**config.mk**
```make
export PLATFORM = sky130hd
export DESIGN_NAME = if_id_skid_stage_flat
export DESIGN_NICKNAME = d
export VERILOG_FILES = /design/src/rtl/if_id_skid_stage_if.sv /design/src/rtl/if_id_skid_stage.sv /design/src/flat_wrapper.sv
export SDC_FILE = /design/constraint.sdc
export NUM_CORES = 1
export LEC_CHECK = 0
export ABC_AREA = 1
export CORE_MARGIN = 5
export CORE_UTILIZATION = 60
export CTS_BUF_LIST = sky130_fd_sc_hd__clkbuf_16
export DETAILED_ROUTE_END_ITERATION = 8
export DONT_BUFFER_PORTS = 1
export PLACE_DENSITY = 0.85
export SYNTH_ARGS = -nofsm -noshare
export SYNTH_HDL_FRONTEND = slang
export SYNTH_SLANG_ARGS = --single-unit
```
**constraint.sdc**
```tcl
create_clock -name clk -period 8.9 [get_ports clk]
set_input_delay 2.225 -clock clk [delete_from_list [all_inputs] [get_ports clk]]
set_output_delay 2.225 -clock clk [all_outputs]
set_load 0.02 [all_outputs]
```
**src/rtl/if_id_skid_stage_if.sv**
```systemverilog
// Valid/ready handshake bundle carrying an instruction word and its PC.
// The fetch side of the stage uses the slave view, the decode side the master view.
interface if_id_skid_stage_if #(
    parameter int INSTR_W = 32,
    parameter int PC_W    = 32
);
    logic               valid;
    logic               ready;
    logic [INSTR_W-1:0] instr;
    logic [PC_W-1:0]    pc;

    modport master (output valid, output instr, output pc, input ready);
    modport slave  (input valid, input instr, input pc, output ready);
endinterface

```
**src/rtl/if_id_skid_stage.sv**
```systemverilog
// IF/ID pipeline stage with a two-entry skid buffer, synchronous flush,
// NOP bubble presentation, decoded opcode output and a saturating stall counter.
//
//   state | meaning
//   ------+-----------------------------------------------------------
//   EMPTY | nothing held; outputs show NOP_WORD / PC 0
//   ONE   | main register holds the head entry, skid register unused
//   FULL  | main holds the head, skid holds the next (younger) entry
//
// in_ready is a flop, so decode back-pressure never reaches fetch combinationally.
module if_id_skid_stage #(
    parameter int                 INSTR_W  = 32,
    parameter int                 PC_W     = 32,
    parameter int                 OPC_W    = 6,
    parameter logic [INSTR_W-1:0] NOP_WORD = '0,
    parameter int                 CNT_W    = 16
) (
    input  logic                 clk,
    input  logic                 rst,
    input  logic                 flush,
    if_id_skid_stage_if.slave    fetch,
    if_id_skid_stage_if.master   decode,
    output logic [OPC_W-1:0]     out_opcode,
    output logic [1:0]           occupancy,
    output logic [CNT_W-1:0]     stall_count
);

    // Encoding doubles as the entry count.
    typedef enum logic [1:0] {
        ST_EMPTY = 2'd0,
        ST_ONE   = 2'd1,
        ST_FULL  = 2'd2
    } state_t;

    state_t             state_q, state_d;
    logic [INSTR_W-1:0] main_instr_q, main_instr_d;
    logic [PC_W-1:0]    main_pc_q, main_pc_d;
    logic [INSTR_W-1:0] skid_instr_q, skid_instr_d;
    logic [PC_W-1:0]    skid_pc_q, skid_pc_d;
    logic               in_ready_q;
    logic [CNT_W-1:0]   stall_q;
    logic               out_valid;
    logic               in_fire;
    logic               out_fire;

    assign out_valid = (state_q != ST_EMPTY);
    assign in_fire   = fetch.valid && in_ready_q;
    assign out_fire  = out_valid && decode.ready;

    // Next-state and data-path selection; flush overrides every handshake.
    always_comb begin
        state_d      = state_q;
        main_instr_d = main_instr_q;
        main_pc_d    = main_pc_q;
        skid_instr_d = skid_instr_q;
        skid_pc_d    = skid_pc_q;

        if (flush) begin
            state_d      = ST_EMPTY;
            main_instr_d = NOP_WORD;
            main_pc_d    = '0;
            skid_instr_d = NOP_WORD;
            skid_pc_d    = '0;
        end else begin
            case (state_q)
                ST_EMPTY: begin
                    if (in_fire) begin
                        main_instr_d = fetch.instr;
                        main_pc_d    = fetch.pc;
                        state_d      = ST_ONE;
                    end
                end
                ST_ONE: begin
                    if (in_fire && out_fire) begin
                        main_instr_d = fetch.instr;
                        main_pc_d    = fetch.pc;
                    end else if (in_fire) begin
                        skid_instr_d = fetch.instr;
                        skid_pc_d    = fetch.pc;
                        state_d      = ST_FULL;
                    end else if (out_fire) begin
                        main_instr_d = NOP_WORD;
                        main_pc_d    = '0;
                        state_d      = ST_EMPTY;
                    end
                end
                ST_FULL: begin
                    // in_ready is low here, so only the drain can happen.
                    if (out_fire) begin
                        main_instr_d = skid_instr_q;
                        main_pc_d    = skid_pc_q;
                        skid_instr_d = NOP_WORD;
                        skid_pc_d    = '0;
                        state_d      = ST_ONE;
                    end
                end
                default: begin
                    state_d      = ST_EMPTY;
                    main_instr_d = NOP_WORD;
                    main_pc_d    = '0;
                    skid_instr_d = NOP_WORD;
                    skid_pc_d    = '0;
                end
            endcase
        end
    end

    // State, entry registers and the registered in_ready.
    always_ff @(posedge clk or posedge rst) begin
        if (rst) begin
            state_q      <= ST_EMPTY;
            main_instr_q <= NOP_WORD;
            main_pc_q    <= '0;
            skid_instr_q <= NOP_WORD;
            skid_pc_q    <= '0;
            in_ready_q   <= 1'b1;
        end else begin
            state_q      <= state_d;
            main_instr_q <= main_instr_d;
            main_pc_q    <= main_pc_d;
            skid_instr_q <= skid_instr_d;
            skid_pc_q    <= skid_pc_d;
            in_ready_q   <= (state_d != ST_FULL);
        end
    end

    // Count cycles where decode stalls a valid head; saturates, ignores flush.
    always_ff @(posedge clk or posedge rst) begin
        if (rst) begin
            stall_q <= '0;
        end else if (out_valid && !decode.ready && (stall_q != {CNT_W{1'b1}})) begin
            stall_q <= stall_q + CNT_W'(1);
        end
    end

    assign fetch.ready  = in_ready_q;
    assign decode.valid = out_valid;
    assign decode.instr = main_instr_q;
    assign decode.pc    = main_pc_q;
    assign out_opcode   = main_instr_q[INSTR_W-1 -: OPC_W];
    assign occupancy    = 2'(state_q);
    assign stall_count  = stall_q;

endmodule

```
**src/flat_wrapper.sv**
```systemverilog
// flat-port wrapper written by rule: the top's interface ports become plain ports
module if_id_skid_stage_flat 
#(
    parameter int                 INSTR_W  = 32,
    parameter int                 PC_W     = 32,
    parameter int                 OPC_W    = 6,
    parameter logic [INSTR_W-1:0] NOP_WORD = '0,
    parameter int                 CNT_W    = 16
)
  (clk, rst, flush, out_opcode, occupancy, stall_count, fetch_valid, fetch_instr, fetch_pc, fetch_ready, decode_valid, decode_instr, decode_pc, decode_ready);
  if_id_skid_stage_if #(.INSTR_W(INSTR_W), .PC_W(PC_W)) fetch_i ();
  if_id_skid_stage_if #(.INSTR_W(INSTR_W), .PC_W(PC_W)) decode_i ();
  input  logic clk;
  input  logic rst;
  input  logic flush;
  output logic [OPC_W-1:0] out_opcode;
  output logic [1:0] occupancy;
  output logic [CNT_W-1:0] stall_count;
  input wire logic [$bits(fetch_i.valid)-1:0] fetch_valid;
  input wire logic [$bits(fetch_i.instr)-1:0] fetch_instr;
  input wire logic [$bits(fetch_i.pc)-1:0] fetch_pc;
  output wire logic [$bits(fetch_i.ready)-1:0] fetch_ready;
  output wire logic [$bits(decode_i.valid)-1:0] decode_valid;
  output wire logic [$bits(decode_i.instr)-1:0] decode_instr;
  output wire logic [$bits(decode_i.pc)-1:0] decode_pc;
  input wire logic [$bits(decode_i.ready)-1:0] decode_ready;
  assign fetch_i.valid = fetch_valid;
  assign fetch_i.instr = fetch_instr;
  assign fetch_i.pc = fetch_pc;
  assign fetch_ready = fetch_i.ready;
  assign decode_valid = decode_i.valid;
  assign decode_instr = decode_i.instr;
  assign decode_pc = decode_i.pc;
  assign decode_i.ready = decode_ready;
  if_id_skid_stage #(.INSTR_W(INSTR_W), .PC_W(PC_W), .OPC_W(OPC_W), .NOP_WORD(NOP_WORD), .CNT_W(CNT_W)) u_core (.clk(clk), .rst(rst), .flush(flush), .fetch(fetch_i), .decode(decode_i), .out_opcode(out_opcode), .occupancy(occupancy), .stall_count(stall_count));
endmodule
```
== After elaboration in Yosys (flattened, before gate mapping) ==
Index checks and enable logic that the tools add are counted.

* $add $sub $neg: 1
* Equal/unequal tests: 11
* Mux-type cells: 25
* Reduce and logical (&&, ||, !) cells: 10

{| class="wikitable"
|+ Operator list
! kind !! number
|-
| $mux W32 || 14
|-
| $pmux W32 S3 || 4
|-
| $add A16 B1 Y16 const B || 1
|-
| $ne A16 B16 Y1 const B || 1
|-
| $mux W2 || 6
|-
| $ne A3 B2 Y1 const B || 3
|-
| $reduce_and A4 Y1 || 2
|-
| $pmux W2 S3 || 1
|-
| $logic_and A1 B1 Y1 || 5
|-
| $ne A2 B2 Y1 const B || 2
|-
| $ne A4 B2 Y1 const B || 1
|-
| $ne A4 B4 Y1 const B || 1
|-
| $ne A3 B3 Y1 const B || 1
|-
| $eq A2 B1 Y1 const B || 1
|-
| $eq A2 B2 Y1 const B || 1
|-
| $logic_not A2 Y1 || 1
|-
| $reduce_bool A2 Y1 || 1
|-
| $logic_not A1 Y1 || 1
|}

* Register bits: 147
* Input port bits: 69
* Output and inout bits: 90
* Word-level logic and storage cells: 54

== Longest topological paths before layout ==
Gate-level depths: netlist (run 1).

* Depth after elaboration: 8
* Depth in mapped cells: 9
* Depth with buffers taken out: 8

== Worst setup path after synthesis (run 1) ==
OpenSTA, ideal clock, no wires.

* Path type: register -> output
* Start point: reg u_core.state_q[1] (netlist: u_core.occupancy[1])
* End point: out decode_valid
* Data arrival time: 1302 ps
* Slack: 5373 ps
* Stages on the path, launching flop included: 5
* Path buffers: 2
* Cells stage by stage: dfrtp_1 > nor2_2 > buf_2 > clkbuf_1 > inv_1

* Cells in the longest elaborated chain, start to end: 1

{| class="wikitable"
|+ RTL lines
! what !! RTL line !! text
|-
| start: declaration || if_id_skid_stage.sv:35 || <nowiki>state_t state_q, state_d;</nowiki>
|-
| start signal: assignment || if_id_skid_stage.sv:118 || <nowiki>state_q <= state_d;</nowiki>
|-
| $reduce_bool A2 Y1 || if_id_skid_stage.sv:46 || <nowiki>assign out_valid = (state_q != ST_EMPTY);</nowiki>
|-
| end: declaration || flat_wrapper.sv:23 || <nowiki>output wire logic [$bits(decode_i.valid)-1:0] decode_valid;</nowiki>
|}

No other way between the ends.

== Worst setup path after layout (run 1) ==
* Start point: in decode_ready
* End point: reg u_core.skid_pc_q[14]

* Cells in the longest elaborated chain, start to end: 4
* Elaborated cells on any way between the ends: 5
* Classes of those cells: eq/ne (2); reduce/logical (3)

{| class="wikitable"
|+ RTL lines
! what !! RTL line !! text
|-
| start: declaration || flat_wrapper.sv:26 || <nowiki>input wire logic [$bits(decode_i.ready)-1:0] decode_ready;</nowiki>
|-
| $logic_and A1 B1 Y1 (*) || if_id_skid_stage.sv:48 || <nowiki>assign out_fire = out_valid && decode.ready;</nowiki>
|-
| $logic_and A1 B1 Y1 || if_id_skid_stage.sv:74 || <nowiki>if (in_fire && out_fire) begin</nowiki>
|-
| $ne A3 B3 Y1 (no source line) || - ||
|-
| $reduce_and A4 Y1 (no source line) (*) || - ||
|-
| end signal: assignment || if_id_skid_stage.sv:122 || <nowiki>skid_pc_q <= skid_pc_d;</nowiki>
|-
| end: declaration || if_id_skid_stage.sv:39 || <nowiki>logic [PC_W-1:0] skid_pc_q, skid_pc_d;</nowiki>
|}

Mark *: on every way between the ends. The rest lies on a longest branch, timed or not.
A chain may end at the register's enable or synchronous reset.

==> run summary, run 1 <==
Vias = 6718
# Post-CTS Setup Buffers = 0
Setup crit end kind = flop
Reg2reg end = u_core.skid_pc_q[14]$_DFFE_PP0P_
Slowest-stage cell, CP = nand2_4
Pre-antenna DRT Iters = 5
R2R Path Start = u_core.occupancy[1]$_DFF_PP0_
Worst Path Required = 9150 ps
Design Area, Final = 8040 um^2
DP Area = 7400 um^2
Worst relative slew slack = 22.8%
Post-Route WL = 19000 um
Tcrit/Tclk final = 44.9%
Hold-critical path depth = 2
Minimum clock period after layout = 4000 ps
Reg clk slew, reported paths = 60 ps
R2R depth = 7
Row count = 40
Diodes inserted = 0
Worst EP arrival = 4250 ps
Sequential share of the synthesized area = 49.5%
H-tree depth = 4
Placer Congestion = 0.820
GRT Util Overall = 27.1%
FF-to-FF setup slack = 5520 ps
Clock Skews = 4.94 ps
Final hold violation count = 0
Hold_buf cts = 0
Synth unique cells = 21
Vias in the first global route = 6408
Status = complete, no violations
GR Overflow Total = 0
Final setup margin = 4900 ps
Top Family by Delay on Critical Path = simple AND/OR/NAND/NOR gates
Initial antenna violation count = 0
DRT met1 WL = 7880 um
Peak VDD IR = 164 uV
CP Class = input port to flop
Syn Area/Cell = 7.31 um^2
Ports = 159
Total Power = 1.83 mW
DR top layer = met4
CTS sink count = 147
Hold EP = u_core.skid_instr_q[16]$_DFFE_PP0P_
Pre-CTS setup slack = 4480 ps
RSZ-0062 raised after global routing = false
EDFF count, synth = 0
Die X = 121 um
Ys async rst share = 100%
DR WL met3 = 2090 um
Leading area contributor after synthesis = dfrtp_1
Hold path start = u_core.skid_instr_q[16]$_DFFE_PP0P_
#FFs+latches synth = 147
Ys Warns = 0
DR WL met2 = 8650 um
Clock latency on the worst-skew pair = 430 ps
Cell Chain, Critical Path = inv_1, nor2_4, buf_4, o21ai_1, nand2_4, o21ai_0
Area of the core = 12100 um^2
Resize count post-CTS = 0
Max-Cap Viols = 0
Setup tns final = 0 ps
Vias per inst = 5.84
Worst hold path class = flop to flop
Wire per inst = 16.5 um
Largest net degree at the start of global routing = 129
Largest cells by area after synthesis = dfrtp_1 (49%), nand2_1 (27%), nand4_1 (5.7%)
Initial DRC Count = 714
Die Y = 121 um
Maximum clock frequency = 0.250 GHz
Leakage power total = 3.88 nW
CTS tree = built
WP buf/inv = 2
Clock Tree Root = clkbuf_16
Detail Route Antenna Nets = 0
Crit path max fanout = 128
Die ar. = 14700 um^2
Yosys top cell area share = 49.1%
First-pass GRT wire length = 32000 um
DR DRC count = 0
Mapped Cells = 1017
Post-Syn Nets = 1087
Top-count cell post-synth = nand2_1
Starting density of the core = 61.6%
Synth Flop Type = dfrtp_1
Layout cells sized above 1 = 4.98%
Final nets = 1041
Max stage delay on crit path = 790 ps
DP Wirelength = 11100 um
Slew Viols, Final = 0
Area growth syn-to-layout = 8.11%
PortBufs = 0
CTS Buf Count = 17
Post-synth top cells = nand2_1 (527), dfrtp_1 (146), nand3_1 (70), nand4_1 (68), o21ai_0 (63)
Clk buf depth = 2
Worst Tran Pin Value = 1160 ps
Fill cells = 979
Nature of the critical path startpoint = input port
Cell area after synthesis = 7430 um^2
PwrDens = 228 nW/um^2
Final setup violation count = 0
[cell type report]
| cell class | count | area, um^2 | share of cell area (%) |
|---|---|---|---|
| Clock inverter | 14 | 216 | 2.69 |
| Tap cell | 168 | 210 | 2.62 |
| Clock buffer | 17 | 425 | 5.29 |
| Sequential cell | 147 | 3680 | 45.8 |
| Timing Repair Buffer | 8 | 60.1 | 0.747 |
| Inverter | 20 | 80.1 | 0.996 |
| Multi-Input combinational cell | 777 | 3370 | 41.9 |
[worst max-delay path by stage]
stage / startpoint / endpoint / cells after the start
2_1_floorplan: rst / u_core.decode.instr[0]$_DFFE_PP0P_ / 1
3_3_place_gp: decode_ready / u_core.skid_instr_q[21]$_DFFE_PP0P_ / 6
3_5_place_dp: decode_ready / u_core.skid_instr_q[1]$_DFFE_PP0P_ / 6
4_1_cts: decode_ready / u_core.skid_instr_q[1]$_DFFE_PP0P_ / 6
5_1_grt: decode_ready / u_core.skid_pc_q[22]$_DFFE_PP0P_ / 6
6_report: decode_ready / u_core.skid_pc_q[14]$_DFFE_PP0P_ / 6
[worst min-delay path: cells and delay by family (launching register included)]
kind / cells / cell delay, ps
flip-flops: 1 / 340
AND/OR/NAND/NOR: 1 / 50
AO/OA/AOI/OAI: 1 / 60
[registers in the layout, indices dropped and copies added, names as in the netlist]
name	cells
u_core.decode.instr	32
u_core.occupancy	2
u_core.skid_pc_q	32
u_core.stall_count	16
u_core.fetch.ready	1
u_core.skid_instr_q	32
u_core.decode.pc	32
[logic make-up (layout without fill, tap and decap cells)]
group	Yosys count	count (layout)	share of synthesized area (%)
simple gates	691	691	38.5
flops	147	147	49.5
buf+inv	93	59	5.71
compound gates	78	78	5.30
xor+xnor	7	7	0.825
fa+ha+maj	1	1	0.168
[per-layer routing]
layer | up-vias | global-route usage, %
li1 | 3191 | -
met1 | 3176 | 36.3
met2 | 329 | 40.9
met3 | 22 | 8.53
met4 | 0 | 10.9
met5 | - | 0
[cells in the final DEF (no fill, tap or decap), drive strengths merged]
| master | count |
|---|---|
| clkbuf | 17 |
| bufinv | 6 |
| buf | 8 |
| xor2 | 1 |
| o21ai | 76 |
| nor3 | 1 |
| nor2 | 25 |
| nand2 | 527 |
| dfrtp | 146 |
| clkinvlp | 1 |
| xnor2 | 6 |
| a21oi | 2 |
| nand3 | 70 |
| ha | 1 |
| inv | 20 |
| clkinv | 7 |
| dfstp | 1 |
| nand4 | 68 |
[report_power, final]
group	switching, mW	internal, mW
sequential	0.111	0.726
clock	0.271	0.517
combinational	0.147	0.0573
[stage by stage]
step | util, % | hold WS, ps | cells
detailed placement | 61.3 | 474 | 1120
global route | 66.6 | 498 | 1151
floorplan | - | 453 | 1017
finish | 66.6 | 485 | 1151
CTS | 66.6 | 488 | 1151
global placement | 61.3 | 465 | 1120
No activity file was read; power rests on OpenSTA's default activity.
==> inputs of run 2 (changes only) <==
==> constraint.sdc (replaced) <==
create_clock -name clk -period 4.1 [get_ports clk]
set_input_delay 1.025 -clock clk [delete_from_list [all_inputs] [get_ports clk]]
set_output_delay 1.025 -clock clk [all_outputs]
set_load 0.02 [all_outputs]
==> run 2 against run 1 <==
Routed wire length down 0.27%. Critical path depth down 4. Flip-flop and latch count unchanged. Utilization down 0.82 points. Cell area down 1.2%. Total power up 100%. Combinational power up 120%. Sequential power up 120%. Final cell count up 0.17%. Highest routed layer unchanged.
==> run summary, run 2 (same netlist as run 1, synthesis figures left out) <==
Hold-critical path depth = 2
Final setup margin = 1630 ps
Row count = 40
RSZ-0062 raised after global routing = false
Worst hold path class = flop to flop
Pre-antenna DRT Iters = 5
Commonest cells after routing, fill and taps aside = nand2_1 (525), dfrtp_1 (146), nand3_1 (70), nand4_1 (68), o21ai_0 (63)
Status = complete, no violations
Hold path start = u_core.skid_pc_q[11]$_DFFE_PP0P_
Leakage power total = 3.83 nW
Reg clk slew, reported paths = 60 ps
Crit path max fanout = 7
CTS tree = built
GR Overflow Total = 0
CTS Buf Count = 17
Initial antenna violation count = 0
Area of the core = 12100 um^2
Post-Route WL = 18900 um
Clk buf depth = 2
Diodes inserted = 0
Worst Tran Pin Value = 1190 ps
Pre-CTS setup slack = 1440 ps
Worst Path Required = 3070 ps
Initial DRC Count = 716
R2R Path Start = u_core.occupancy[0]$_DFF_PP0_
Clock latency on the worst-skew pair = 430 ps
Ports = 159
Final setup violation count = 0
Vias in the first global route = 6106
Max stage delay on crit path = 560 ps
Clock Tree Root = clkbuf_16
Final hold violation count = 0
CP Class = flop to output port
Starting density of the core = 61.6%
DR DRC count = 0
Clock Skews = 7.84 ps
First-pass GRT wire length = 30900 um
Worst EP arrival = 1450 ps
Minimum clock period after layout = 2470 ps
Layout Utilization = 65.8%
Vias = 6684
Area growth syn-to-layout = 6.78%
GRT Util Overall = 26.4%
Hold EP = u_core.skid_pc_q[11]$_DFFE_PP0P_
Slew Viols, Final = 0
H-tree depth = 4
Layout cells sized above 1 = 5.08%
Detail Route Antenna Nets = 0
Maximum clock frequency = 0.404 GHz
Largest net degree at the start of global routing = 129
Slowest-stage cell, CP = dfrtp_1
Vias per inst = 5.80
Worst relative slew slack = 20.9%
Die Y = 121 um
FF-to-FF setup slack = 1650 ps
CTS sink count = 147
Reg2reg end = u_core.decode.pc[21]$_DFFE_PP0P_
Final nets = 1042
Hold_buf cts = 0
Die X = 121 um
PortBufs = 0
Placer Congestion = 0.815
Resize count post-CTS = 0
Design Area, Final = 7940 um^2
DP Wirelength = 11400 um
Peak VDD IR = 419 uV
Setup crit end kind = output port
Die ar. = 14700 um^2
Wire per inst = 16.4 um
# Post-CTS Setup Buffers = 0
PwrDens = 462 nW/um^2
Setup tns final = 0 ps
Tcrit/Tclk final = 60.3%
Cell Chain, Critical Path = nor2_4, inv_1
R2R depth = 7
DP Area = 7410 um^2
Commonest non-fill, non-tap cell in the layout = nand2_1
Max-Cap Viols = 0
Hold slack = 485 ps
Nature of the critical path startpoint = flop
-- run 2: changes by cell type in the layout (fill, tap and decap cells not counted) --
cell,previous run,this run
clkinv_4,0,1
buf_12,0,1
clkinv_2,2,6
bufinv_16,6,1
clkinvlp_4,1,2
inv_6,1,0
clkinv_1,5,6
-- run 2: cell type report --
class	instances	area (um^2)
multi-input combinational	777	3370
sequential	147	3680
tap	168	210
timing repair buffer	9	80.1
inverter	20	78.8
clock buffer	17	425
clock inverter	15	98.8
fill	999	4120
-- run 2: worst max-delay path, delay by kind of cell (launching register included) --
kind	cells	cell delay, ps
flip-flops	1	560
AND/OR/NAND/NOR	1	260
buffers and inverters	1	200
-- run 2: how the worst max path moves through the flow --
stage / startpoint / end / slack (ps) / cells after the start
floorplan: rst / u_core.decode.instr[0]$_DFFE_PP0P_ / 1230 / 1
global placement: fetch_valid / u_core.decode.instr[13]$_DFFE_PP0P_ / 1480 / 8
detailed placement: fetch_valid / u_core.decode.instr[10]$_DFFE_PP0P_ / 1440 / 8
CTS: u_core.occupancy[1]$_DFF_PP0_ / decode_valid / 1620 / 2
global route: u_core.occupancy[0]$_DFF_PP0_ / u_core.skid_pc_q[12]$_DFFE_PP0P_ / 1470 / 5
finish: u_core.occupancy[1]$_DFF_PP0_ / decode_valid / 1630 / 2
-- run 2: through the flow --
| stage | instances | total power [mW] |
|---|---|---|
| 2_1_floorplan | 1017 | 2.18 |
| 3_3_place_gp | 1121 | 2.27 |
| 3_5_place_dp | 1121 | 2.29 |
| 4_1_cts | 1153 | 3.68 |
| 5_1_grt | 1153 | 3.84 |
| 6_report | 1153 | 3.67 |
-- run 2: where the power goes --
group | internal (mW) | total (mW) | switching (mW)
sequential | 1.58 | 1.82 | 0.240
combinational | 0.127 | 0.447 | 0.320
clock | 0.813 | 1.40 | 0.592
total | 2.51 | 3.67 | 1.15
-- run 2: per-layer routing --
layer / vias up / wire length [um] / global-route usage [%] / part of all wire (%)
met2: 333 / 8710 / 39.2 / 46
met3: 29 / 2160 / 9.42 / 11
met5: - / 0 / 0 / 0
met4: 0 / 363 / 9.66 / 1.9
li1: 3192 / - / - / -
met1: 3130 / 7680 / 35.7 / 41
==> inputs of run 3 (changes only) <==
==> constraint.sdc (replaced) <==
create_clock -name clk -period 2.5 [get_ports clk]
set_input_delay 0.625 -clock clk [delete_from_list [all_inputs] [get_ports clk]]
set_output_delay 0.625 -clock clk [all_outputs]
set_load 0.02 [all_outputs]
==> run 3 against run 2 <==
Sequential power up 64%. Via count down 1.4%. Cell area up 3.5%. Routed wire length down 1.8%. Total power up 70%. Critical endpoint unchanged. Combinational power up 77%. Sequential share of layout area down 1.6 points. Worst hold slack worse by 380 ps.
==> run summary, run 3 (same netlist as run 1, synthesis figures left out) <==
CTS Buf Count = 17
Largest net degree at the start of global routing = 65
Detail Route Antenna Nets = 0
Die Y = 121 um
H-tree depth = 4
Starting density of the core = 61.6%
Die ar. = 14700 um^2
Clock latency on the worst-skew pair = 420 ps
Maximum clock frequency = 0.420 GHz
Wire per inst = 15.9 um
Design Area, Final = 8220 um^2
Resize count post-CTS = 0
Clk buf depth = 2
Slew Viols, Final = 0
Setup crit end kind = output port
Reg2reg end = u_core.stall_count[5]$_DFFE_PP0P_
Status = complete, no violations
R2R depth = 6
Diodes inserted = 0
Total Power = 6.24 mW
Fill cells = 975
Peak VDD IR = 468 uV
GRT Util Overall = 26.8%
R2R Path Start = u_core.stall_count[1]$_DFFE_PP0P_
Minimum clock period after layout = 2380 ps
Initial antenna violation count = 0
Layout cells sized above 1 = 6.12%
CTS tree = built
Area of the core = 12100 um^2
FF-to-FF setup slack = 420 ps
Clock Skews = 5.63 ps
Hold slack = 102 ps
CTS sink count = 147
Max-Cap Viols = 0
Clock Tree Root = clkbuf_16
DP Area = 7640 um^2
Vias = 6590
Tcrit/Tclk final = 95.2%
GR Overflow Total = 0
CP Class = flop to output port
Leakage power total = 3.95 nW
Commonest cells after routing, fill and taps aside = nand2_1 (525), dfrtp_1 (146), nand3_1 (70), nand4_1 (68), o21ai_0 (63)
Vias per inst = 5.66
Worst Path Required = 1880 ps
Placer Congestion = 0.855
Row count = 40
DP Wirelength = 11800 um
Pre-antenna DRT Iters = 5
Worst Tran Pin Value = 710 ps
PwrDens = 760 nW/um^2
Commonest non-fill, non-tap cell in the layout = nand2_1
# Post-CTS Setup Buffers = 0
PortBufs = 0
Area growth syn-to-layout = 10.5%
Setup tns final = 0 ps
Final nets = 1054
First-pass GRT wire length = 31700 um
Worst EP arrival = 1760 ps
RSZ-0062 raised after global routing = false
Die X = 121 um
Vias in the first global route = 6330
Ports = 159
Final hold violation count = 0
Layout Utilization = 68.1%
Worst relative slew slack = 52.7%
Crit path max fanout = 25
Reg clk slew, reported paths = 50 ps
Nature of the critical path startpoint = flop
Hold_buf cts = 0
Initial DRC Count = 613
Worst hold path class = input port to asynchronous set/reset pin
Post-Route WL = 18600 um
DR DRC count = 0
Final setup violation count = 0
## run 3: cell types whose count changed in the layout (fill, tap and decap cells not counted)
cell        delta
clkinv_2       -4
clkinvlp_4     +2
buf_12        +11
clkinv_4       -1
bufinv_16      +2
clkinv_1       -1
buf_4          +1
inv_1          +2
## run 3: stage by stage
| stage | std cells | setup slack, ps |
|---|---|---|
| 6_report | 1165 | 120 |
| 5_1_grt | 1165 | 6.54 |
| 4_1_cts | 1165 | 98.7 |
| 3_5_place_dp | 1133 | 454 |
| 3_3_place_gp | 1133 | 469 |
| 2_1_floorplan | 1017 | 28.8 |
## run 3: worst max-delay path, stage by stage, from the launching register on
cell     delay, ps
dfrtp_1        560
nor2_4         250
buf_4          330
inv_1          190
## run 3: final cells by class
type                       count  area, um^2  share of cell area, %
sequential                   147        3680                   44.8
clock buffer                  17         425                   5.18
inverter                      20        78.8                  0.959
multi-input combinational    777        3370                   41.0
timing repair buffer          21         308                   3.75
clock inverter                15         149                   1.81
tap                          168         210                   2.56
## run 3: how the worst max path moves through the flow
| stage | from | endpoint | slack, ps | depth (start not counted) |
|---|---|---|---|---|
| detailed placement | u_core.stall_count[1]$_DFFE_PP0P_ | u_core.stall_count[5]$_DFFE_PP0P_ | 450 | 6 |
| floorplan | rst | u_core.decode.instr[0]$_DFFE_PP0P_ | 30 | 1 |
| finish | u_core.occupancy[1]$_DFF_PP0_ | decode_valid | 120 | 3 |
| CTS | u_core.occupancy[1]$_DFF_PP0_ | decode_valid | 100 | 3 |
| global placement | u_core.stall_count[1]$_DFFE_PP0P_ | u_core.stall_count[5]$_DFFE_PP0P_ | 470 | 6 |
| global route | u_core.occupancy[1]$_DFF_PP0_ | decode_valid | 7 | 3 |
## run 3: report_power, final
group	internal [mW]	leakage, nW	switching, mW	total, mW
Sequential	2.58	1.98	0.395	2.98
Combinational	0.258	1.69	0.531	0.789
Clock	1.54	0.279	0.938	2.47
## run 3: layer usage
| layer | part of all wire, % | global-route usage, % | vias up |
|---|---|---|---|
| li1 | - | - | 3222 |
| met1 | 41 | 34.6 | 3033 |
| met2 | 47 | 40.9 | 301 |
| met3 | 11 | 9.88 | 34 |
| met4 | 2.2 | 10.8 | 0 |
| met5 | 0 | 0 | - |
